[config.mk]
export PLATFORM = sky130hd
export DESIGN_NAME = uart_tx_sched
export DESIGN_NICKNAME = d
export VERILOG_FILES = /design/src/rtl/uart_cal_pkg.sv /design/src/rtl/rr_arb2.sv /design/src/rtl/uart_tx_sched.sv
export SDC_FILE = /design/constraint.sdc
export NUM_CORES = 1
export LEC_CHECK = 0
export CAP_MARGIN = 20
export CORE_UTILIZATION = 30
export CTS_CLUSTER_SIZE = 28
export DETAILED_ROUTE_END_ITERATION = 8
export SLEW_MARGIN = 30
export SYNTH_ARGS = -nofsm -noshare
export SYNTH_HDL_FRONTEND = slang
export SYNTH_SLANG_ARGS = --single-unit
[constraint.sdc]
create_clock -name clk -period 4.06 [get_ports clk]
set_input_delay 0.609 -clock clk [delete_from_list [all_inputs] [get_ports clk]]
set_output_delay 0.609 -clock clk [all_outputs]
set_load 0.05 [all_outputs]
[src/rtl/uart_cal_pkg.sv]
// Shared types and constants for the UART calculator.
// Packet byte selection lives here so every unit agrees on byte order.
package uart_cal_pkg;

  typedef enum logic [1:0] {
    IDLE = 2'd0,
    SEND = 2'd1,
    GAP  = 2'd2
  } state_t;

  typedef enum logic {
    ECHO = 1'b0,
    RES  = 1'b1
  } grant_t;

  localparam logic [7:0] ASCII_CR = 8'h0D;
  localparam logic [7:0] ASCII_LF = 8'h0A;
  localparam logic [2:0] MAX_LEN  = 3'd4;

  function automatic logic [2:0] clamp_len(
    input logic [2:0] len
  );
    return (len > MAX_LEN) ? MAX_LEN : len;
  endfunction

  // Data bytes go MSB-first, then CR, then LF.
  function automatic logic [7:0] pick_byte(
    input logic [31:0] data,
    input logic [2:0]  len,
    input logic [2:0]  idx
  );
    logic [1:0]  sh;
    logic [31:0] s;
    sh = 2'd0;
    s  = 32'd0;
    if (idx < len) begin
      sh = 2'(len - idx - 3'd1);
      s  = data >> {sh, 3'b000};
      return s[7:0];
    end else if (idx == len) begin
      return ASCII_CR;
    end
    return ASCII_LF;
  endfunction

endpackage

[src/rtl/rr_arb2.sv]
// Two-way round-robin arbiter between echo and result requesters.
// Grant is combinational; last_grant updates only when enabled.
module rr_arb2
  import uart_cal_pkg::*;
(
  input  logic clk,
  input  logic n_rst,
  input  logic i_req_echo,
  input  logic i_req_res,
  input  logic i_upd,
  output logic o_gnt_echo,
  output logic o_gnt_res
);

  grant_t r_last;

  always_comb begin
    o_gnt_echo = i_req_echo &
                 (~i_req_res | (r_last == RES));
    o_gnt_res  = i_req_res &
                 (~i_req_echo | (r_last == ECHO));
  end

  always_ff @(posedge clk or negedge n_rst) begin
    if (!n_rst) begin
      r_last <= RES;
    end else if (i_upd) begin
      if (o_gnt_echo) begin
        r_last <= ECHO;
      end else if (o_gnt_res) begin
        r_last <= RES;
      end
    end
  end

endmodule

[src/rtl/uart_tx_sched.sv]
// Transmit scheduler: sequences echo bytes and result packets
// one byte at a time into the shared tx serializer.
module uart_tx_sched
  import uart_cal_pkg::*;
#(
  parameter bit EOL_EN  = 1'b1,
  parameter int TIMEOUT = 20000
) (
  input  logic        clk,
  input  logic        n_rst,
  input  logic        echo_req,
  input  logic [7:0]  echo_data,
  output logic        echo_ack,
  input  logic        res_req,
  input  logic [31:0] res_data,
  input  logic [2:0]  res_len,
  output logic        res_ack,
  output logic [7:0]  tx_data,
  output logic        uout_valid,
  input  logic        tx_valid,
  output logic        busy,
  output logic        err
);

  localparam int CW = $clog2(TIMEOUT);
  localparam logic [CW-1:0] TO_MAX = CW'(TIMEOUT - 1);
  localparam logic [CW-1:0] TO_PRE = CW'(TIMEOUT - 2);

  state_t        r_state;
  logic [31:0]   r_data;
  logic [2:0]    r_len;
  logic [2:0]    r_idx;
  logic [2:0]    r_rem;
  logic [CW-1:0] r_cnt;
  logic          r_echo_ack;
  logic          r_res_ack;
  logic          r_uv;
  logic [7:0]    r_txd;
  logic          r_busy;
  logic          r_err;

  state_t        w_state;
  logic [31:0]   w_data;
  logic [2:0]    w_len;
  logic [2:0]    w_idx;
  logic [2:0]    w_rem;
  logic [CW-1:0] w_cnt;
  logic          w_echo_ack;
  logic          w_res_ack;
  logic          w_uv;
  logic [7:0]    w_txd;
  logic          w_busy;
  logic          w_err;

  logic          w_gnt_echo;
  logic          w_gnt_res;
  logic [2:0]    w_res_len;
  logic          w_res_eol;

  rr_arb2 u_arb (
    .clk        (clk),
    .n_rst      (n_rst),
    .i_req_echo (echo_req),
    .i_req_res  (res_req),
    .i_upd      (r_state == IDLE),
    .o_gnt_echo (w_gnt_echo),
    .o_gnt_res  (w_gnt_res)
  );

  assign w_res_len = clamp_len(res_len);
  assign w_res_eol = EOL_EN && (w_res_len != 3'd0);

  always_comb begin
    w_state    = r_state;
    w_data     = r_data;
    w_len      = r_len;
    w_idx      = r_idx;
    w_rem      = r_rem;
    w_cnt      = r_cnt;
    w_echo_ack = 1'b0;
    w_res_ack  = 1'b0;
    w_uv       = 1'b0;
    w_txd      = r_txd;
    w_err      = 1'b0;
    unique case (r_state)
      IDLE: begin
        if (w_gnt_echo) begin
          w_echo_ack = 1'b1;
          w_data     = {24'd0, echo_data};
          w_len      = 3'd1;
          w_idx      = 3'd0;
          w_rem      = 3'd1;
          w_cnt      = '0;
          w_uv       = 1'b1;
          w_txd      = echo_data;
          w_state    = SEND;
        end else if (w_gnt_res) begin
          w_res_ack = 1'b1;
          // Empty result: ack only, nothing queued.
          if (w_res_len != 3'd0) begin
            w_data  = res_data;
            w_len   = w_res_len;
            w_idx   = 3'd0;
            w_rem   = w_res_len +
                      (w_res_eol ? 3'd2 : 3'd0);
            w_cnt   = '0;
            w_uv    = 1'b1;
            w_txd   = pick_byte(res_data,
                                w_res_len, 3'd0);
            w_state = SEND;
          end
        end
      end
      SEND: begin
        if (r_cnt == TO_MAX) begin
          w_state = GAP;
          w_cnt   = '0;
          w_rem   = 3'd0;
          w_idx   = 3'd0;
        end else if (tx_valid) begin
          w_state = GAP;
          w_cnt   = '0;
          w_idx   = r_idx + 3'd1;
          w_rem   = (r_rem != 3'd0) ?
                    r_rem - 3'd1 : 3'd0;
        end else begin
          // err lines up with the last allowed cycle.
          w_uv  = 1'b1;
          w_cnt = r_cnt + 1'b1;
          w_err = (r_cnt == TO_PRE);
        end
      end
      GAP: begin
        if (r_rem != 3'd0) begin
          w_state = SEND;
          w_uv    = 1'b1;
          w_cnt   = '0;
          w_txd   = pick_byte(r_data, r_len, r_idx);
        end else begin
          w_state = IDLE;
        end
      end
      default: begin
        w_state = IDLE;
      end
    endcase
    w_busy = (w_state != IDLE);
  end

  always_ff @(posedge clk or negedge n_rst) begin
    if (!n_rst) begin
      r_state    <= IDLE;
      r_data     <= 32'd0;
      r_len      <= 3'd0;
      r_idx      <= 3'd0;
      r_rem      <= 3'd0;
      r_cnt      <= '0;
      r_echo_ack <= 1'b0;
      r_res_ack  <= 1'b0;
      r_uv       <= 1'b0;
      r_txd      <= 8'h00;
      r_busy     <= 1'b0;
      r_err      <= 1'b0;
    end else begin
      r_state    <= w_state;
      r_data     <= w_data;
      r_len      <= w_len;
      r_idx      <= w_idx;
      r_rem      <= w_rem;
      r_cnt      <= w_cnt;
      r_echo_ack <= w_echo_ack;
      r_res_ack  <= w_res_ack;
      r_uv       <= w_uv;
      r_txd      <= w_txd;
      r_busy     <= w_busy;
      r_err      <= w_err;
    end
  end

  assign echo_ack   = r_echo_ack;
  assign res_ack    = r_res_ack;
  assign uout_valid = r_uv;
  assign tx_data    = r_txd;
  assign busy       = r_busy;
  assign err        = r_err;

endmodule

# ---- After elaboration in Yosys (flattened, before gate mapping)
# Cells that the tools add are included.
dict set report classes {
  addsub 7
  order_cmp 3
  eq_ne 9
  shifts 2
  muxes 73
  bitwise 7
  n_reduce_logical 15
}
# operator n
set op_table {}
lappend op_table {{$mux 32} 3}
lappend op_table {{$mux 15} 6}
lappend op_table {{$mux 8} 10}
lappend op_table {{$shr 32x5->8} 2}
lappend op_table {{$mux 3} 15}
lappend op_table {{$pmux 15 s3} 1}
lappend op_table {{$eq 15x15->1 const B} 2}
lappend op_table {{$mux 1} 27}
lappend op_table {{$pmux 8 s2} 1}
lappend op_table {{$add 15x1->15 const B} 1}
lappend op_table {{$mux 2} 6}
lappend op_table {{$pmux 3 s2} 2}
lappend op_table {{$reduce_and 4->1} 3}
lappend op_table {{$reduce_bool 2->1} 5}
lappend op_table {{$ne 3x3->1 const B} 3}
lappend op_table {{$reduce_bool 3->1} 3}
lappend op_table {{$pmux 2 s3} 1}
lappend op_table {{$sub 2x1->2 const B} 2}
lappend op_table {{$add 3x1->3 const B} 1}
lappend op_table {{$add 3x2->3} 1}
lappend op_table {{$eq 3x3->1} 1}
lappend op_table {{$gt 3x3->1 const B} 1}
lappend op_table {{$logic_not 3->1} 1}
lappend op_table {{$lt 1x3->1 const A} 1}
lappend op_table {{13 further kinds} 17}
dict set report word_totals {
  reg_bits 72
  input_bits 48
  out_inout_bits 13
  elab_cells 129
}

# ---- Logic depth before layout (Yosys ltp)
# Gate-level depths: netlist of run 1.
dict set report depth {
  depth_word 14
  depth_mapped 11
  ltp_nobuf 10
}

# ---- Modules after synthesis
# Synthesis of run 1 repeated with hierarchy kept, for this count alone.
dict set report unflattened {
  cells_unflattened 424
  area_unflattened_um2 3957.5
}
# module instances cells_each area_each_um2 seq_area_each_um2
set by_module_without_submodules {}
lappend by_module_without_submodules {uart_tx_sched 1 418 3901.2 1776.7}
lappend by_module_without_submodules {rr_arb2 1 6 56.3 26.3}

# ---- Worst setup path before layout of run 1
# OpenSTA, ideal clock, no wires.
dict set report synth_timing {
  path_kind {input port to flip-flop}
  start {input res_len[0]}
  end {register r_txd[1] (netlist: tx_data[1])}
  setup_time_ns 0.082
  arrival_time_ns 2.586
  required_ns 3.978
  path_slack_ns 1.392
  path_stages 10
  n_path_buf 2
  cell_sequence {nor2b_1 -> buf_2 -> inv_1 -> ha_1 -> buf_1 -> nand2_1 -> mux2_2 -> a221oi_1 -> o21ai_0 -> a31oi_1}
}
dict set report synth_between {
  elab_chain_len 14
  word_cells_on_any_way 21
  cone_classes {1 x add/sub; 2 x order compare; 1 x eq/ne; 1 x shift; 13 x mux; 3 x reduce/logical}
}
# element line
set synth_rtl {}
lappend synth_rtl {{from (decl)} uart_tx_sched.sv:16} ;# input logic [2:0] res_len,
lappend synth_rtl {{$gt 3x3->1} uart_cal_pkg.sv:23} ;# return (len > MAX_LEN) ? MAX_LEN : len;
lappend synth_rtl {{$mux 3 (*)} uart_cal_pkg.sv:23}
lappend synth_rtl {{branches (longest 12 deep; another with $sub 2x1->2)} -}
lappend synth_rtl {{to (signal assigned)} uart_tx_sched.sv:174} ;# r_txd <= w_txd;
lappend synth_rtl {{to (decl)} uart_tx_sched.sv:38} ;# logic [7:0] r_txd;
# Every way passes the cells marked *. The select of a mux whose other input is x is not followed.
# A chain may end at the register's enable or synchronous reset.

# ---- Final worst setup path of run 1
dict set report layout_timing {
  start {input res_len[2]}
  end {register r_cnt[8]}
}
dict set report layout_between {
  elab_chain_len 5
}
# element line
set layout_rtl {}
lappend layout_rtl {{$gt 3x3->1} uart_cal_pkg.sv:23}
lappend layout_rtl {{$mux 3 (*)} uart_cal_pkg.sv:23}
lappend layout_rtl {{$reduce_bool 3->1 (*)} uart_tx_sched.sv:100} ;# if (w_res_len != 3'd0) begin
lappend layout_rtl {{$ne 3x3->1 (no source line) (*)} -}
lappend layout_rtl {{$reduce_and 4->1 (no source line) (*)} -}
lappend layout_rtl {{to (signal assigned)} uart_tx_sched.sv:170} ;# r_cnt <= w_cnt;
lappend layout_rtl {{to (decl)} uart_tx_sched.sv:34} ;# logic [CW-1:0] r_cnt;
# Every way passes the cells marked *; elsewhere a longest branch is shown, timed or not.

==> reports/qor.yml, run 1 <==
endpoint_kind: "flip-flop"
min_path_type: "primary input to asynchronous set/reset pin"
grtUsageMet2: 0.246
synth_area_leader_cell: "dfrtp_1"
postCtsHoldBufs: 0
numCtsBuffers: 9
grt_use_met3: 0.0386
dieArea_sq_um: 13700
synth_fp_nets: 474
netSwitchingPower_w: 0.00143
hold_viol: 0
drtPass1Iterations: 4
root_buffer: "clkbuf_16"
rsz0062_at_grt: "no"
cpPeakStageDelay_ps: 670
antenna_found_initial: 0
grt_overflow_total: 0
rows: 41
synthArstFlopShare: 1.00
grt_pass1_wl_um: 16800
maxSlewHeadroom: 0.342
utilization: 0.394
cts_tree: "done"
finClkSkew_ps: 6.06
period_share: 0.742
yosys-top-cells-area: "dfrtp_1 45%, nand2_1 7.4%, mux4_2 7.3%"
dpl.hpwl_um: 7480
fp.coreArea_sq_um: 12800
start_util: 0.312
preCtsSetupSlack_ps: 703
avgSynthCellArea_sq_um: 9.55
synth_edf_count: 0
grt_pass1_vias: 3239
p_seq_frac: 0.324
syn_area_sq_um: 3980
die_y_um: 117
design_area_sq_um: 5030
min_period_ps: 3010
grt.busiest_layer: "met2"
ys_types: 60
die_w_um: 117
max_cap_violations: 0
ir_worst_vdd_mv: 0.275
run_status: "finished clean"
start_kind: "primary input"
synth_top_area_frac: 0.446
post_dp_cell_area_sq_um: 4730
critPathKind: "primary input to flip-flop"
tns_ps: 0
synth_seq_cells: 72
critPathMaxFanout: 15
clock.fmax_mhz: 332
finalSetupViolations: 0
route.vias.total: 3344
cts_resized: 0
drive_gt1_frac: 0.0970
tightestPinTransition_ps: 984
yosysSeqAreaShare: 0.453
syn_to_final_growth_pct: 26.3
p_clk_frac: 0.227
grtUsageTotal: 0.160
htreeDepth: 3
drtIter0Drc: 302
routed_via_density: 5.18
worst_slack_ps: 1050
finalMaxSlewViolations: 0
p_comb_frac: 0.450
worst_ep_arrival_time_ps: 3210
p_int_w: 0.00208
p_per_area_nw_per_um2: 698
drc: 0
synth_flop_cell: "dfrtp_1"
synthCells: 417
gr-usage-met1: 0.226
switching_share: 0.408
clkLatencyLatePin_ps: 330
clk_pin_slew_ps: 60
cts.path.max_buffers: 2
detail-route-antenna-nets: 0
multiInputGateArea_sq_um: 2030
fill_cells: 1281
ys_warn_count: 0
cp.required_ps: 4260
cts_sinks: 72
p_leak_nw: 2.07
cts_setup_buffers: 0
place_congestion: 0.832
path_cells: "clkdlybuf4s50_1 > nand2b_1 > ha_1 > nand2b_1 > a221oi_2 > nor2_1 > nor2_1 > inv_1 > a41oi_1 > a211oi_1"
fin_nets: 526
grt_max_degree: 71
routed_wl_um: 10100
r2r_cells: 5
register_area_sq_um: 1800
avgRoutedWirePerCell_um: 15.7
diodes: 0
worst_hold_slack_ps: 314
ios: 61
crit_slowest_cell: "clkdlybuf4s50_1"
io_buffers: 60
## critical path: cells and delay by family
kind / cells / cell delay [ps]
AOI/OAI and AO/OA: 3 / 730
adders and majority gates: 1 / 250
buffers and inverters: 2 / 940
and+or+nand+nor: 4 / 680
## routing by layer
metal	up-vias	wire length (um)	part of all wire
met3	8	388	0.038
met1	1637	4900	0.48
met2	83	4760	0.47
met4	0	79	0.0078
met5	-	0	0
li1	1616	-	-
## final cells by class
| cell class | instances | share of cell area |
|---|---|---|
| clock buffers | 10 | 0.0455 |
| clock inverters | 6 | 0.0139 |
| inverters | 15 | 0.0112 |
| multi-input cells | 306 | 0.403 |
| flip-flops and latches | 72 | 0.358 |
| well taps | 172 | 0.0428 |
| repair buffers | 65 | 0.126 |
## path summary, 6_finish.rpt
| path | from | end | slack, ps |
|---|---|---|---|
| max | res_len[2] | r_cnt[8] | 1050 |
| min reg2reg | r_data[9] | r_data[9] | 470 |
| max reg2reg | r_idx[1] | tx_data[1] | 1680 |
| max in group asynchronous | n_rst | r_data[21] | 2730 |
| min | n_rst | err | 310 |
| min in group clk | r_data[9] | r_data[9] | 470 |
## cells in the final DEF (no fill, tap or decap), types with 3 or more instances in the layout
cell and count:
clkdlybuf4s50_1 59, o21ai_0 48, nand2_1 79, a41oi_1 4, nand3_1 18, or3_1 3, mux4_2 13, clkbuf_16 9
dfrtp_1 71, nor4_1 3, mux2i_1 9, o221ai_1 3, nor3_1 5, nand2b_1 4, a31oi_1 16, clkinvlp_4 3
buf_4 5, a211oi_1 3, xor2_1 3, inv_1 15, a21oi_1 11, o2bb2ai_1 3, a22oi_1 5, ha_1 9
nor2b_1 5, nor2_1 20
## flip-flops by register name, indices dropped and copies added, names as in the netlist
signal and flops:
r_state 2, uout_valid 1, echo_ack 1, busy 1, r_idx 3, err 1, r_cnt 15, res_ack 1
r_data 32, tx_data 8, r_rem 3, u_arb.r_last 1, r_len 3
## cells by family after synthesis
| family | Yosys count | synth area share |
|---|---|---|
| mux | 23 | 0.0989 |
| simple gates | 154 | 0.180 |
| xor+xnor | 5 | 0.0110 |
| flops | 72 | 0.453 |
| buf+inv | 39 | 0.0418 |
| fa+ha+maj | 9 | 0.0283 |
| compound gates | 115 | 0.187 |
## Yosys cell counts (3+ instances only)
master,instances
a211oi_1,3
nor4_1,3
ha_1,9
or3_1,3
o21ai_0,48
o221ai_1,3
inv_1,15
nor3_1,5
dfrtp_1,71
a31oi_1,16
clkbuf_1,17
mux2i_1,9
o2bb2ai_1,3
nor2_1,20
xor2_1,3
nand2b_1,4
a22oi_1,5
nor2b_1,5
buf_2,4
a41oi_1,4
nand2_1,79
a21oi_1,11
mux4_2,13
nand3_1,18
## per-stage QoR
| stage | cells | power, W |
|---|---|---|
| 4_1_cts | 646 | 0.00354 |
| 3_3_place_gp | 630 | 0.00271 |
| 3_5_place_dp | 630 | 0.00273 |
| 2_1_floorplan | 417 | 0.00226 |
| 6_report | 646 | 0.00351 |
| 5_1_grt | 646 | 0.00376 |
## power by group through the flow
stage / sequential [W] / clock, W / combinational [W]
6_report: 0.00114 / 0.000796 / 0.00158
3_3_place_gp: 0.00114 / 0 / 0.00157
5_1_grt: 0.00117 / 0.000841 / 0.00175
2_1_floorplan: 0.00129 / 0 / 0.000976
4_1_cts: 0.00113 / 0.000816 / 0.00159
3_5_place_dp: 0.00114 / 0 / 0.00159
Power figures use the tool's default switching activity.
==> inputs of run 2 (changes only) <==
==> constraint.sdc (replaced) <==
create_clock -name clk -period 2.45 [get_ports clk]
set_input_delay 0.3675 -clock clk [delete_from_list [all_inputs] [get_ports clk]]
set_output_delay 0.3675 -clock clk [all_outputs]
set_load 0.05 [all_outputs]
==> run 2 against run 1 <==
Critical path depth unchanged. Clock power up 55%. Setup slack worse by 820 ps. Register-to-register slack worse by 1400 ps. Clock-buffer cell count up 3. Die area unchanged. Cell area up 4.1%. Hold slack worse by 250 ps. Combinational power up 84%. Non-clock buffer count up 27. Clock skew up 0.50 ps. Highest routed layer unchanged.
==> reports/qor.yml, run 2 (same netlist as run 1, synthesis figures left out) <==
p_per_area_nw_per_um2: 1150
antenna_found_initial: 0
top_register: "r_data"
multiInputGateArea_sq_um: 2030
run_status: "finished clean"
worst_ep_arrival_time_ps: 2460
routed_via_density: 5.08
cp.required_ps: 2690
grt_pass1_wl_um: 17400
critPathKind: "primary input to flip-flop"
start_util: 0.312
r2r_end: "r_idx[0]"
dieArea_sq_um: 13700
diodes: 0
io_buffers: 60
tightestPinTransition_ps: 837
avgRoutedWirePerCell_um: 15.6
cts_tree: "done"
endpoint_kind: "flip-flop"
fin_nets: 553
clock.fmax_mhz: 450
detail-route-antenna-nets: 0
p_int_w: 0.00360
r2r_cells: 5
fill_cells: 1237
ios: 61
grt_overflow_total: 0
fp.coreArea_sq_um: 12800
place_congestion: 0.844
register_area_sq_um: 1800
die_w_um: 117
drc: 0
die_y_um: 117
p_seq_frac: 0.313
drtIter0Drc: 242
layout_common_cells: "79 x nand2_1, 71 x dfrtp_1, 59 x clkdlybuf4s50_1"
rsz0062_at_grt: "no"
switching_share: 0.401
max_cap_violations: 0
finalMaxSlewViolations: 0
worst_slack_ps: 226
start_kind: "primary input"
critPathMaxFanout: 14
min_path_type: "primary input to asynchronous set/reset pin"
startpoint: "res_len[2]"
grtUsageTotal: 0.169
finalSetupViolations: 0
netSwitchingPower_w: 0.00242
period_share: 0.908
root_buffer: "clkbuf_16"
drtPass1Iterations: 5
hold_viol: 0
preCtsSetupSlack_ps: -168
p_clk_frac: 0.204
finClkSkew_ps: 6.56
final_common_cell: "nand2_1"
ir_worst_vdd_mv: 0.392
cts.path.max_buffers: 2
maxSlewHeadroom: 0.438
clkLatencyLatePin_ps: 330
reg2reg_from: "r_cnt[6]"
route.vias.total: 3412
grt_max_degree: 73
cts_sinks: 72
rrSetupSlack_ps: 250
routed_wl_um: 10500
grt_pass1_vias: 3439
htreeDepth: 3
clk_pin_slew_ps: 50
rows: 41
syn_to_final_growth_pct: 31.4
largest_register_ffs: 32
p_comb_frac: 0.483
drive_gt1_frac: 0.144
worst_hold_slack_ps: 64.4
p_leak_nw: 2.20
dpl.hpwl_um: 7720
min_period_ps: 2220
numCtsBuffers: 9
==> run 2: cell count changes in the layout (fill, tap and decap cells not counted), moves of 2 or more <==
cell      change
buf_4        +25
clkbuf_8      +2
buf_12        +2
clkinv_4      -2
==> run 2: worst max path at each step <==
stage	to	slack, ps	depth (start not counted)
detailed placement	r_cnt[11]	-170	10
CTS	r_cnt[11]	170	10
finish	r_cnt[11]	230	10
global placement	r_cnt[8]	-50	10
floorplan	tx_data[1]	20	10
global route	r_cnt[5]	40	6
==> run 2: through the flow <==
step / cells / area (sq um) / setup TNS [ps] / total power (W) / util
finish: 672 / 5240 / 0 / 0.00602 / 0.410
global route: 672 / 5240 / 0 / 0.00645 / 0.410
CTS: 672 / 5240 / 0 / 0.00608 / 0.410
detailed placement: 657 / 4960 / -781 / 0.00483 / 0.388
global placement: 657 / 4960 / -66.1 / 0.00475 / 0.388
floorplan: 417 / 3980 / 0 / 0.00375 / -
==> run 2: worst max-delay path, cell delays in order <==
cell             delay (ps)
clkdlybuf4s50_1         520
nand2b_1                160
ha_1                    230
nand2b_1                100
a221oi_2                280
nor2_1                   90
nor2_1                  200
inv_2                   150
a21boi_0                150
mux2i_1                 200
==> run 2: power by group through the flow <==
stage	registers, W	logic [W]	clock network, W
4_1_cts	0.00188	0.00293	0.00126
3_3_place_gp	0.00188	0.00287	0
3_5_place_dp	0.00190	0.00292	0
2_1_floorplan	0.00213	0.00162	0
5_1_grt	0.00194	0.00320	0.00131
6_report	0.00189	0.00290	0.00123
==> run 2: cell type report <==
cell class | count | share of cell area
tap | 172 | 0.0411
clock buffer | 13 | 0.0497
inverter | 15 | 0.0108
multi-input combinational | 306 | 0.387
sequential | 72 | 0.344
timing repair buffer | 92 | 0.164
clock inverter | 2 | 0.00287
==> run 2: repair_timing <==
item | CTS | global route
setup endpoints to repair | 0 | 5
resized for setup | 0 | 1
setup buffers | 0 | 0
hold buffers | 0 | 0
==> run 2: layer usage <==
metal	share of wire	vias up	GRT usage	wire length, um
met1	0.46	1638	0.223	4840
met2	0.48	93	0.275	5030
met5	0	-	0	0
li1	-	1666	-	-
met3	0.042	15	0.0345	438
met4	0.017	0	0.0599	182
==> variant (config.mk and constraints of run 2) <==
The 3 states of `state_t` get a one-hot encoding in 3 bits.
--- a/src/rtl/uart_cal_pkg.sv
+++ b/src/rtl/uart_cal_pkg.sv
@@ -4,6 +4,6 @@
 
-  typedef enum logic [1:0] {
-    IDLE = 2'd0,
-    SEND = 2'd1,
-    GAP  = 2'd2
+  typedef enum logic [2:0] {
+    IDLE = 3'b001,
+    SEND = 3'b010,
+    GAP  = 3'b100
   } state_t;
Formal check against the unedited RTL: same outputs for any inputs over 4 cycles, from zero or initial values and one cycle with n_rst low; so few cycles prove little.
==> variant against run 2 <==
Final area rose by 3.5%. Synthesized cell count is 2.9% higher. Sequential cell count grew 1. Critical path depth fell by 4. Combinational power is 1% higher. Total power grew 5.7%. Via count up 6.5%. Wire length up 8.5%. Register-to-register slack worse by 0.11 ns. Setup slack lost 0.084 ns. Synthesized area increased by 1.6%. Sequential share of layout area shrank 0.69 points. Highest routed layer unchanged.
==> variant: results (changes against run 2) <==
\begin{tabular}{lr}
\hline
Metric & Value \\
\hline
\multicolumn{2}{l}{\textbf{Status}} \\
\quad Outcome & complete, no violations \\
\multicolumn{2}{l}{\textbf{Logic synthesis}} \\
\quad Post-synthesis net count & 486 (+2.5\%) \\
\quad Warnings from Yosys & 0 (unchanged) \\
\quad Number of different library cells in the post-synthesis netlist & 54 (-10\%) \\
\quad Cells taking the most area after synthesis & dfrtp\_1 44\%, nand2\_1 8.6\%, mux4\_2 7.8\% \\
\quad Synthesized netlist cell count & 429 (+2.9\%) \\
\quad Sequential cell area fraction in the yosys report & 45.2\% (-0.064 points) \\
\multicolumn{2}{l}{\textbf{Placed design}} \\
\quad Post-place setup slack & -0.143 ns (+0.0247 ns) \\
\quad DP Wirelength & 8.24 mm (+6.7\%) \\
\quad Final RePlAce weighted congestion & 0.841 (-0.38\%) \\
\quad Cell area reported after detailed placement & 5090 um\^{}2 (+2.6\%) \\
\quad Cell Count Post-Placement & 678 (+3.2\%) \\
\multicolumn{2}{l}{\textbf{Pwr}} \\
\quad Leak Pwr & 2.38 nW (+8.1\%) \\
\quad Maximum vdd ir drop & 0.532 mV (+36\%) \\
\multicolumn{2}{l}{\textbf{Setup path}} \\
\quad CP endpoint & r\_cnt[9] \\
\quad Reg2reg path depth & 6 (+1) \\
\quad Worst EP arrival & 2.52 ns (+0.06 ns) \\
\quad Worst reg-to-reg setup slack & 0.14 ns (-0.11 ns) \\
\quad Maximum net fanout on the critical path & 13 (-1) \\
\multicolumn{2}{l}{\textbf{Final layout}} \\
\quad Number of sequential storage elements & 73 (+1.4\%) \\
\quad Multi-input logic portion of the cell area & 38.1\% (-0.54 points) \\
\quad Non-clock inverter total of the final layout & 11 (-4) \\
\quad Proportion of layout cells with a drive suffix above 1 & 16.1\% (+1.7 points) \\
\quad Clock buffer and inverter area fraction after layout & 6.07\% (+0.81 points) \\
\quad Area occupied by registers & 1830 um\^{}2 (+1.5\%) \\
\quad Area added between synthesis and finish & 33.9\% \\
\quad Fin nets & 570 (+3.1\%) \\
\quad Nonclk buf count & 98 (+6.5\%) \\
\quad Non-clock buffer contribution to total cell area & 17.2\% (+0.78 points) \\
\multicolumn{2}{l}{\textbf{GRT}} \\
\quad Global-route wire length before repair & 18.9 mm (+8.2\%) \\
\quad All-layer global routing usage & 17.1\% (+0.24 points) \\
\quad Pin count of the biggest net entering global routing & 40 (-45\%) \\
\multicolumn{2}{l}{\textbf{Detailed routing}} \\
\quad Average wire per cell in the routed design & 16.4 um (+5.2\%) \\
\quad Overall routed net length & 11.4 mm (+8.5\%) \\
\quad Number of DRC markers in iteration 0 & 237 (-2.1\%) \\
\multicolumn{2}{l}{\textbf{STA}} \\
\quad Max Clock Skew & 0.00613 ns (-0.000425 ns) \\
\quad Slew of the pin with the lowest slew margin & 0.646 ns (-0.191 ns) \\
\hline
\end{tabular}
## variant: kinds of logic after synthesis
kind of cell	after synthesis	share of synthesized area [%]
flops	73	45.2
fa+ha+maj	9	2.78
xor+xnor	7	1.51
simple gates	197	22.5
compound gates	93	16.4
buf+inv	36	3.77
mux	14	7.79
## variant: power breakdown
part	switching [mW]	total (mW)	internal [mW]	leakage, nW
clock network	0.519	1.46	0.943	0.158
logic	1.63	2.94	1.31	1.30
registers	0.280	1.96	1.68	0.930
## variant: routing by layer
layer | GRT usage, % | vias up | wire length (um)
li1 | - | 1724 | -
met1 | 23.2 | 1788 | 5260
met2 | 27.4 | 107 | 5420
met3 | 3.81 | 14 | 558
met4 | 4.97 | 0 | 138
met5 | 0 | - | 0
## variant: critical path, stage by stage (launching register included)
cell and delay, ns:
dfrtp_1 0.45, or4b_2 0.72, o41ai_4 0.32, nor2_2 0.12
buf_12 0.17, and3_1 0.16, a221o_1 0.25
